[config.mk]
export PLATFORM = sky130hd
export DESIGN_NAME = lfsr_history
export DESIGN_NICKNAME = d
export VERILOG_FILES = /design/src/rtl/lfsr_pkg.sv /design/src/rtl/lfsr_history.sv
export SDC_FILE = /design/constraint.sdc
export NUM_CORES = 1
export LEC_CHECK = 0
export ABC_AREA = 1
export CORE_AREA = 2 2 39 41
export CTS_BUF_LIST = sky130_fd_sc_hd__clkbuf_8
export CTS_CLUSTER_SIZE = 8
export DETAILED_ROUTE_END_ITERATION = 16
export DIE_AREA = 0 0 41 43
export SLEW_MARGIN = 10
export SYNTH_ARGS = -nofsm -noshare
export SYNTH_HDL_FRONTEND = slang
export SYNTH_SLANG_ARGS = --single-unit
[constraint.sdc]
create_clock -name clk -period 1.65 [get_ports clk]
set_input_delay 0.33 -clock clk [delete_from_list [all_inputs] [get_ports clk]]
set_output_delay 0.33 -clock clk [all_outputs]
set_load 0.1 [all_outputs]
[src/rtl/lfsr_pkg.sv]
// lfsr_pkg: shared state encoding and default LFSR parameters for the pattern checker.
package lfsr_pkg;
  typedef enum logic [1:0] {FILL, VERIFY, LOCKED} chk_state_t;
  localparam int LFSR_W = 8;
  localparam logic [7:0] LFSR_TAPS_DEF = 8'hC3;
endpackage

[src/rtl/lfsr_history.sv]
// lfsr_history: WIDTH-bit received/predicted history with TAPS XOR predictor.
module lfsr_history import lfsr_pkg::*; #(
  parameter int WIDTH = LFSR_W,
  parameter logic [WIDTH-1:0] TAPS = LFSR_TAPS_DEF
) (
  input  logic             clk,
  input  logic             rst_n,
  input  logic             clr,
  input  logic             shift,
  input  logic             sel_rx,
  input  logic             bit_in,
  output logic             pred,
  output logic [WIDTH-1:0] hist_nxt
);
  logic [WIDTH-1:0] hist_q, hist_d;
  always_comb begin
    pred = ^(hist_q & TAPS);
    hist_d = clr ? '0 : shift ? {hist_q[WIDTH-2:0], sel_rx ? bit_in : pred} : hist_q;
    hist_nxt = hist_d;
  end
  always_ff @(posedge clk or negedge rst_n)
    if (!rst_n) hist_q <= '0;
    else hist_q <= hist_d;
endmodule

==> flow_summary.toml <==
[clock_network]
numClockSinks = 8
cts_htree_levels = 1
cts.reportedPaths.clkPinSlew_ps = 40
clockRootBuffer = "sky130_fd_sc_hd__clkbuf_8"
tritoncts.num_buffers = 3
clk_latency_ps = 230
clock_tree_from_tritoncts = "yes"
cts_hold_buffers = 0
cts.path.max_buffers = 2

[place]
routabilityCongestion = 0.751
post-place-cells = 84
place.detailed.hpwl_um = 699
io_buffer_count = 14

[timing]
finalHoldViolations = 0
grt_setup_unrepaired = "yes"
count_of_endpoints_failing_setup_in_the_final_report = 1
hold_ws_ps = 390
final_period_demand_of_the_worst_path_ps = 1750
timing_max_transition_violations_final = 0
worst_clock_skew_ps = 0.735
max-slew-margin-rel = 0.742
worstMarginPinSlew_ps = 383
finalCritPeriodShare = 1.06
clock.fmax_mhz = 572
finalWorstSetupSlack_ps = -97.6

[yosys]
yosys_register_bits = 8
synth_cell_area_um2 = 395
synth-seq-area-share = 0.506
netlist-cell-type-count = 10
synthesis.instances = 52
ys.warnings.count = 0
synth_fp_nets = 58
syn-mean-instance-area_um2 = 7.60

[critical_path]
worst-endpoint-required_ps = 1320
worstRegToRegCells = 8
critical_path_arrival_ps = 1420
timing.setup.critical_path_class = "reg2out"
crit_path_start_kind = "flop"
cp_max_fo = 4
critical_path_sink_type = "primary output"

[routing]
drtIter0Drc = 3
detail_route.wl_per_cell_um = 11.9
drc = 0
antenna_left = 0
first_pass_iters = 4
wirelength_um = 1150
detailroute.via_count = 445
drt_via_density = 4.59

[run_status]
outcome = "finished with violations"
violations_in_the_final_reports = "negative setup slack"

[cells_and_area]
area_growth_syn_to_layout_pct = 124
final_net_count = 89
layout-drive-gt1-share = 0.568
post_route_insts_no_fill = 97
top_library_cells_by_usage_in_the_layout_fill_and_taps_aside = "sky130_fd_sc_hd__nand2_1, sky130_fd_sc_hd__buf_4, sky130_fd_sc_hd__buf_12"
diodes = 0
max_flop_register = "hist_q"
final_util = 0.641
largest_regs = "hist_q x8"
largest_register_ffs = 8

[grt]
grt_util_met2 = 0.263
grt_antenna_before_repair = 0
grt_start_max_net_pins = 9
via_count_of_the_first_global_routing_pass = 474
grt_first_pass_wirelength_um = 1970
grtUsageMet1 = 0.206
grt.total_usage = 0.175
met3_usage = 0.0471
globalRouteOverflowTotal = 0
gr-max-usage-layer = "met2"

[floorplan]
num_io_pins = 15
std_cell_rows = 14
die_outline_area_mm2 = 0.00176
start_util = 0.286
core_area_mm2 = 0.00138
die_w_um = 41
die_h_um = 43

[power]
power_density_mw_per_mm2 = 907
vdd_ir_drop_max_uv = 606
static-leakage-power_uw = 0.000406
finalPower_uw = 805

[run]
max_cap_violations = 0

[min_path]
timing.hold.worst.class = "in2async"
==> through the flow <==
stage               worst slack, ps  cell area, um2  TNS (ps)
floorplan                      -172             464      -888
global placement               -165             732     -1150
detailed placement             -178             732     -1250
CTS                           -83.8             858     -83.8
global route                   -164             887      -193
finish                        -97.6             887     -97.6
==> worst paths after layout <==
kind,slack (ps),end,from
max,-100,hist_nxt[0],hist_q[1]
min,390,hist_q[1],rst_n
max reg2reg,470,hist_q[0],hist_q[1]
min reg2reg,580,hist_q[5],hist_q[4]
max in group asynchronous,980,hist_q[3],rst_n
min in group clk,470,hist_q[6],shift
==> layer usage <==
layer,vias up,wire length (um)
li1,224,-
met1,206,424
met2,10,640
met3,5,52
met4,0,36
met5,-,0
==> report_power, final <==
group | switching [uW] | internal [uW]
clock network | 78.6 | 158
registers | 9.86 | 209
logic | 217 | 132
total | 305 | 500
==> logic make-up after synthesis <==
family,share of synthesized area
buf+inv,0.0791
simple gates,0.228
flops,0.506
compound gates,0.187
==> area by class of cell <==
cell class | count | area (um2)
multi-input combinational | 36 | 270
inverter | 7 | 26.3
sequential | 8 | 200
fill | 115 | 497
timing repair buffer | 27 | 329
clock buffer | 3 | 41.3
tap | 16 | 20.0
==> synth_stat cells <==
| cell type | number | area share |
|---|---|---|
| sky130_fd_sc_hd__nand2_1 | 13 | 0.12 |
| sky130_fd_sc_hd__dfrtp_1 | 8 | 0.51 |
| sky130_fd_sc_hd__o21ai_0 | 8 | 0.10 |
| sky130_fd_sc_hd__nor2_1 | 6 | 0.057 |
| sky130_fd_sc_hd__a21oi_1 | 5 | 0.063 |
| sky130_fd_sc_hd__inv_1 | 5 | 0.047 |
| sky130_fd_sc_hd__nand2_2 | 3 | 0.047 |
| sky130_fd_sc_hd__inv_2 | 2 | 0.019 |
| sky130_fd_sc_hd__a21oi_2 | 1 | 0.022 |
| sky130_fd_sc_hd__buf_2 | 1 | 0.013 |
==> critical path, stage by stage, from the launching register on <==
cell	delay [ps]
sky130_fd_sc_hd__dfrtp_1	410
sky130_fd_sc_hd__inv_2	90
sky130_fd_sc_hd__nand2_1	50
sky130_fd_sc_hd__nand2_1	70
sky130_fd_sc_hd__nand2_2	80
sky130_fd_sc_hd__nand2_8	80
sky130_fd_sc_hd__nand2_4	50
sky130_fd_sc_hd__a21oi_4	160
sky130_fd_sc_hd__buf_12	190
==> timing repair <==
action	in CTS	in global routing
gates resized for setup	20	3
pin swaps	7	3
buffers inserted	7	3
endpoints found under the setup margin	8	6
cloned	0	0
Note: power is estimated with default switching activity, not from simulation.
